### src/rtl/vga_word_display.sv
// Shows a 16-bit word as 16 vertical bars on a 640x480@60 VGA raster; new words swap in at vblank.
// Optional grid overlay: define VGA_WORD_DISPLAY_GRID_EN.
module vga_word_display #(
   parameter int          CLK_DIV  = 2,
   parameter int          H_ACTIVE = 640,
   parameter int          H_FP     = 16,
   parameter int          H_SYNC   = 96,
   parameter int          H_BP     = 48,
   parameter int          V_ACTIVE = 480,
   parameter int          V_FP     = 10,
   parameter int          V_SYNC   = 2,
   parameter int          V_BP     = 33,
   parameter logic [5:0]  FG_COLOR = 6'b001100,
   parameter logic [5:0]  BG_COLOR = 6'b000001
) (
   input  logic        clk_in,
   input  logic        rst_in,
   input  logic [15:0] dout_in,
   input  logic        dout_valid,
   output logic        h_sync,
   output logic        v_sync,
   output logic        red0,
   output logic        red1,
   output logic        green0,
   output logic        green1,
   output logic        blue0,
   output logic        blue1,
   output logic        frame_start
);

   localparam int H_TOTAL = H_ACTIVE + H_FP + H_SYNC + H_BP;
   localparam int V_TOTAL = V_ACTIVE + V_FP + V_SYNC + V_BP;
   localparam int BAR_W   = H_ACTIVE / 16;
   localparam int H_W     = $clog2(H_TOTAL + 1);
   localparam int V_W     = $clog2(V_TOTAL + 1);
   localparam int DIV_W   = (CLK_DIV > 1) ? $clog2(CLK_DIV) : 1;
   localparam int BP_W    = (BAR_W > 1) ? $clog2(BAR_W) : 1;

   localparam logic [DIV_W-1:0] DIV_LAST   = DIV_W'(CLK_DIV - 1);
   localparam logic [BP_W-1:0]  BP_LAST    = BP_W'(BAR_W - 1);
   localparam logic [H_W-1:0]   H_LAST     = H_W'(H_TOTAL - 1);
   localparam logic [H_W-1:0]   H_ACT      = H_W'(H_ACTIVE);
   localparam logic [H_W-1:0]   HS_START   = H_W'(H_ACTIVE + H_FP);
   localparam logic [H_W-1:0]   HS_END     = H_W'(H_ACTIVE + H_FP + H_SYNC);
   localparam logic [V_W-1:0]   V_LAST     = V_W'(V_TOTAL - 1);
   localparam logic [V_W-1:0]   V_ACT      = V_W'(V_ACTIVE);
   localparam logic [V_W-1:0]   V_ACT_LAST = V_W'(V_ACTIVE - 1);
   localparam logic [V_W-1:0]   VS_START   = V_W'(V_ACTIVE + V_FP);
   localparam logic [V_W-1:0]   VS_END     = V_W'(V_ACTIVE + V_FP + V_SYNC);

   logic [DIV_W-1:0] div_q, div_d;
   logic [H_W-1:0]   h_q, h_d;
   logic [V_W-1:0]   v_q, v_d;
   logic [3:0]       bar_q, bar_d;
   logic [BP_W-1:0]  bar_px_q, bar_px_d;
   logic [15:0]      pend_q, pend_d;
   logic             pend_flag_q, pend_flag_d;
   logic [15:0]      disp_q, disp_d;
   logic             h_sync_q, h_sync_d;
   logic             v_sync_q, v_sync_d;
   logic [5:0]       color_q, color_d;
   logic             frame_start_q, frame_start_d;

   logic pix_en, h_wrap, v_wrap, xfer, active;

   assign pix_en = (div_q == DIV_LAST);
   assign h_wrap = (h_q == H_LAST);
   assign v_wrap = (v_q == V_LAST);
   assign active = (h_q < H_ACT) && (v_q < V_ACT);
   // Transfer fires on the pixel step that lands on the first blanking line.
   assign xfer   = pix_en && h_wrap && (v_q == V_ACT_LAST);

   always_comb begin
      div_d         = pix_en ? '0 : div_q + 1'b1;
      h_d           = h_q;
      v_d           = v_q;
      bar_d         = bar_q;
      bar_px_d      = bar_px_q;
      pend_d        = pend_q;
      pend_flag_d   = pend_flag_q;
      disp_d        = disp_q;
      h_sync_d      = h_sync_q;
      v_sync_d      = v_sync_q;
      color_d       = color_q;
      frame_start_d = 1'b0;

      if (pix_en) begin
         h_d = h_wrap ? '0 : h_q + 1'b1;
         if (h_wrap) begin
            v_d = v_wrap ? '0 : v_q + 1'b1;
         end

         // Bar position tracked incrementally; bar saturates at 15 beyond the active area.
         if (h_wrap) begin
            bar_d    = '0;
            bar_px_d = '0;
         end else if (bar_px_q == BP_LAST) begin
            bar_px_d = '0;
            if (bar_q != 4'd15) begin
               bar_d = bar_q + 1'b1;
            end
         end else begin
            bar_px_d = bar_px_q + 1'b1;
         end

         h_sync_d = !((h_q >= HS_START) && (h_q < HS_END));
         v_sync_d = !((v_q >= VS_START) && (v_q < VS_END));

         color_d = '0;
         if (active) begin
            color_d = disp_q[~bar_q] ? FG_COLOR : BG_COLOR;
`ifdef VGA_WORD_DISPLAY_GRID_EN
            if ((bar_px_q == '0) || (v_q == '0) || (v_q == V_ACT_LAST)) begin
               color_d = 6'b111111;
            end
`endif
         end

         frame_start_d = h_wrap && v_wrap;
      end

      // A strobe on the transfer edge keeps the flag set so the new word follows a frame later.
      if (dout_valid) begin
         pend_d      = dout_in;
         pend_flag_d = 1'b1;
      end else if (xfer) begin
         pend_flag_d = 1'b0;
      end

      if (xfer && pend_flag_q) begin
         disp_d = pend_q;
      end
   end

   always_ff @(posedge clk_in or negedge rst_in) begin
      if (!rst_in) begin
         div_q         <= '0;
         h_q           <= '0;
         v_q           <= '0;
         bar_q         <= '0;
         bar_px_q      <= '0;
         pend_q        <= '0;
         pend_flag_q   <= 1'b0;
         disp_q        <= '0;
         h_sync_q      <= 1'b1;
         v_sync_q      <= 1'b1;
         color_q       <= '0;
         frame_start_q <= 1'b0;
      end else begin
         div_q         <= div_d;
         h_q           <= h_d;
         v_q           <= v_d;
         bar_q         <= bar_d;
         bar_px_q      <= bar_px_d;
         pend_q        <= pend_d;
         pend_flag_q   <= pend_flag_d;
         disp_q        <= disp_d;
         h_sync_q      <= h_sync_d;
         v_sync_q      <= v_sync_d;
         color_q       <= color_d;
         frame_start_q <= frame_start_d;
      end
   end

   assign h_sync      = h_sync_q;
   assign v_sync      = v_sync_q;
   assign frame_start = frame_start_q;
   assign {red1, red0, green1, green0, blue1, blue0} = color_q;

endmodule

### config.mk
export PLATFORM = sky130hd
export DESIGN_NAME = vga_word_display
export DESIGN_NICKNAME = d
export VERILOG_FILES = /design/src/rtl/vga_word_display.sv
export SDC_FILE = /design/constraint.sdc
export NUM_CORES = 1
export LEC_CHECK = 0
export ABC_AREA = 1
export BUFFER_PORTS_ARGS = -buffer_cell sky130_fd_sc_hd__buf_2
export CORE_MARGIN = 4
export CORE_UTILIZATION = 40
export CTS_BUF_LIST = sky130_fd_sc_hd__clkbuf_8
export DETAILED_ROUTE_END_ITERATION = 8
export GPL_TIMING_DRIVEN = 0
export HOLD_SLACK_MARGIN = 0.15
export SLEW_MARGIN = 20
export SYNTH_ARGS = -nofsm -noshare
export SYNTH_HDL_FRONTEND = slang
export SYNTH_SLANG_ARGS = --single-unit
### constraint.sdc
create_clock -name clk_in -period 2.85 [get_ports clk_in]
set_input_delay 0 -clock clk_in [delete_from_list [all_inputs] [get_ports clk_in]]
set_output_delay 0 -clock clk_in [all_outputs]
set_load 0.005 [all_outputs]
==> flow_summary.ini <==
[detailed_routing]
drc = 0
drt-pass1-iter-count = 4
drt-total-wl_mm = 7.348
vias_per_cell = 4.746
routedWlPerCell_microns = 11.97
drt_iter0_drc = 118
vias = 2914
ant_nets = 0

[critical_path]
cp.required_ns = 3.08
critPathSlowestCell = dfrtp_1
cp.buffers_inverters = 2
worst_setup_path_start_kind = flop
cpLargestDelayFamily = simple AND/OR/NAND/NOR gates
critPathMaxStageDelay_ns = 0.44
cp_max_fo = 10
end_kind = flop
arrival_ns = 2.19
crit_chain = ha_1 -> inv_1 -> nor2_1 -> nand4_1 -> nor2_8 -> nand2_4 -> buf_6 -> nand2_1 -> nand2_1
crit_type = reg2reg
cp_common_cell = nand2_1

[sta]
finalSetupViolations = 0
setup_tns_ns = 0
rsz0062_at_grt = no
worst_pin_slew_ns = 0.5056
max_freq_ghz = 0.5125
hold_slack_ns = 0.1786
fin_ws_ns = 0.8988
finalHoldViolCount = 0
slew_viol_final = 0
relSlewSlack = 0.6629
fin_crit_ns = 1.951
skew_ns = 0.01155
post-route-period-util = 0.6846

[global_routing]
grt_pass1_wl_mm = 13.05
grt_pass1_vias = 2968
grt_usage = 0.1596
grt-ovfl-total = 0
grt_max_degree = 46
antenna_found_initial = 0

[status]
status = completed

[power]
leakagePower_nw = 2.246
powerDensity_mw_per_mm2 = 476.4
p_comb_frac = 0.052
p_sw_mw = 0.4392
vdd_drop_max_mv = 0.4600
seqPwrFrac = 0.496
internal-power_mw = 1.596
switching_share = 0.2158
p_clk_frac = 0.452

[layout]
diodes = 0
multiInputGateArea_sq_mm = 0.001444
nets = 529
utilization = 0.5147
final_cell_area_sq_mm = 0.004272
drive_above_1_share = 0.1139
fillerInstances = 808
syn2layout_area_growth_pct = 23.88
area.sequential_sq_mm = 0.001729

[logic_synthesis]
yosys_warnings = 0
ys_seq_area_frac = 0.5015
synth_cell_types = 29
synth_area_sq_mm = 0.003448
ys_ff_latch = 69
post_synth.cell_area_avg_sq_um = 7.909
synth_area_leader_cell = dfrtp_1
synth_top_area_share = 0.4862
synth_cells = 436
ys_top_cells_by_area = dfrtp_1 (49%), nand2_1 (16%), nand3_1 (7.3%)

[placement]
portBuffers = 23
place_area_sq_mm = 0.003732
hpwl_mm = 4.909
place.gp.congestion = 0.8848
place_ws_ns = 0.9572

[cts]
clkSlewWorstSetupHoldPaths_ns = 0.08
htreeDepth = 3
postCtsSetupBuffers = 0
cts.sinks = 69
clk-insertion-delay-late_ns = 0.35
cts_tree = yes
clock_path_buffers = 2
clockRootBuffer = clkbuf_8
cts_inserted_buffers = 9

[hold_path]
hold_class = in2async

[die]
rows = 33
start_util = 0.4155
die_y_microns = 100.9
die_w_microns = 100.9
io-pin-count = 28
core_sq_mm = 0.008299
dieArea_sq_mm = 0.01017

[run]
drv_cap = 0
-- cells in the mapped netlist --
cell type / n
buf_2: 2
xor2_1: 8
nor3b_1: 1
nor2_1: 31
nor3_1: 5
conb_1: 1
o21ai_0: 20
inv_2: 1
nor4_1: 1
clkbuf_1: 7
nand3_1: 50
a31oi_1: 2
nor2_8: 2
xnor2_1: 1
nor2_4: 1
a21oi_1: 7
clkinv_1: 2
nand4_1: 12
buf_4: 5
nand2_1: 146
nand2_4: 2
dfrtp_1: 67
inv_4: 1
dfstp_2: 2
inv_1: 48
and2_1: 1
ha_1: 6
buf_6: 1
nand3b_1: 3
-- logic make-up (layout without fill, tap and decap cells) --
logic type,Yosys count,count (layout),share of synthesized area
and+or+nand+nor,255,255,0.3280
DFF,69,69,0.5015
buffers and inverters,67,138,0.08201
AOI/OAI and AO/OA,29,29,0.04282
xor gates and xnor gates,9,9,0.02286
adders and majority gates,6,6,0.02177
other,1,3,0.001087
-- flip-flops by register name (all words and copies together) (netlist names) --
register / cells
color_q: 2
h_sync: 1
v_q: 10
v_sync: 1
bar_q: 4
pend_flag_q: 1
div_q: 1
frame_start: 1
bar_px_q: 6
h_q: 10
pend_q: 16
disp_q: 16
-- per-layer routing --
metal | wire length (microns) | global-route usage | vias up
met2 | 3560 | 0.2643 | 61
met1 | 3401 | 0.2000 | 1335
met3 | 306 | 0.04913 | 11
met5 | 0 | 0 | -
met4 | 80 | 0.04870 | 0
li1 | - | - | 1507
-- metrics by stage --
step | power [mW] | std cells
4_1_cts | 2.056 | 614
6_report | 2.035 | 614
2_1_floorplan | 1.053 | 438
3_5_place_dp | 1.096 | 567
5_1_grt | 2.123 | 614
3_3_place_gp | 1.089 | 566
-- cell usage in the layout, fill, tap and decap left out, types with 6 or more instances in the layout --
cell type | synthesis | routed
nand2_1 | 146 | 146
dfrtp_1 | 67 | 67
nand3_1 | 50 | 50
inv_1 | 48 | 48
nor2_1 | 31 | 31
dlygate4sd3_1 | 0 | 30
buf_2 | 2 | 25
o21ai_0 | 20 | 20
nand4_1 | 12 | 12
clkbuf_8 | 0 | 11
xor2_1 | 8 | 8
clkbuf_1 | 7 | 7
a21oi_1 | 7 | 7
buf_4 | 5 | 6
ha_1 | 6 | 6
-- power by group through the flow --
stage / logic [mW] / clock network [mW] / registers [mW]
after floorplan: 0.0269 / 0 / 1.03
after global placement: 0.0613 / 0 / 1.03
after detailed placement: 0.0679 / 0 / 1.03
after CTS: 0.105 / 0.941 / 1.01
after global routing: 0.121 / 0.990 / 1.01
final: 0.106 / 0.919 / 1.01
-- area by class of cell --
type	count	area share
flip-flops and latches	69	0.4048
multi-input cells	302	0.3380
repair buffers	55	0.1054
inverters	52	0.04628
clock buffers	11	0.03544
well taps	105	0.03076
plain buffers	15	0.01992
clock inverters	5	0.01933
-- timing repair --
action	4_1_cts	5_1_grt
gates resized for setup	0	0
hold buffers	31	0
hold endpoints to repair	85	0
-- final timing paths --
path | to | slack (ns) | depth (start not counted) | startpoint
max | disp_q[5] | 0.90 | 9 | v_q[0]
min | h_sync | 0.18 | 2 | rst_in
max reg2reg | disp_q[5] | 0.90 | 9 | v_q[0]
min reg2reg | pend_q[7] | 0.47 | 2 | pend_q[7]
max in group asynchronous | v_q[6] | 2.16 | 3 | rst_in
min in group clk_in | pend_q[4] | 0.26 | 4 | dout_valid
Note: power is estimated with default switching activity, not from simulation.
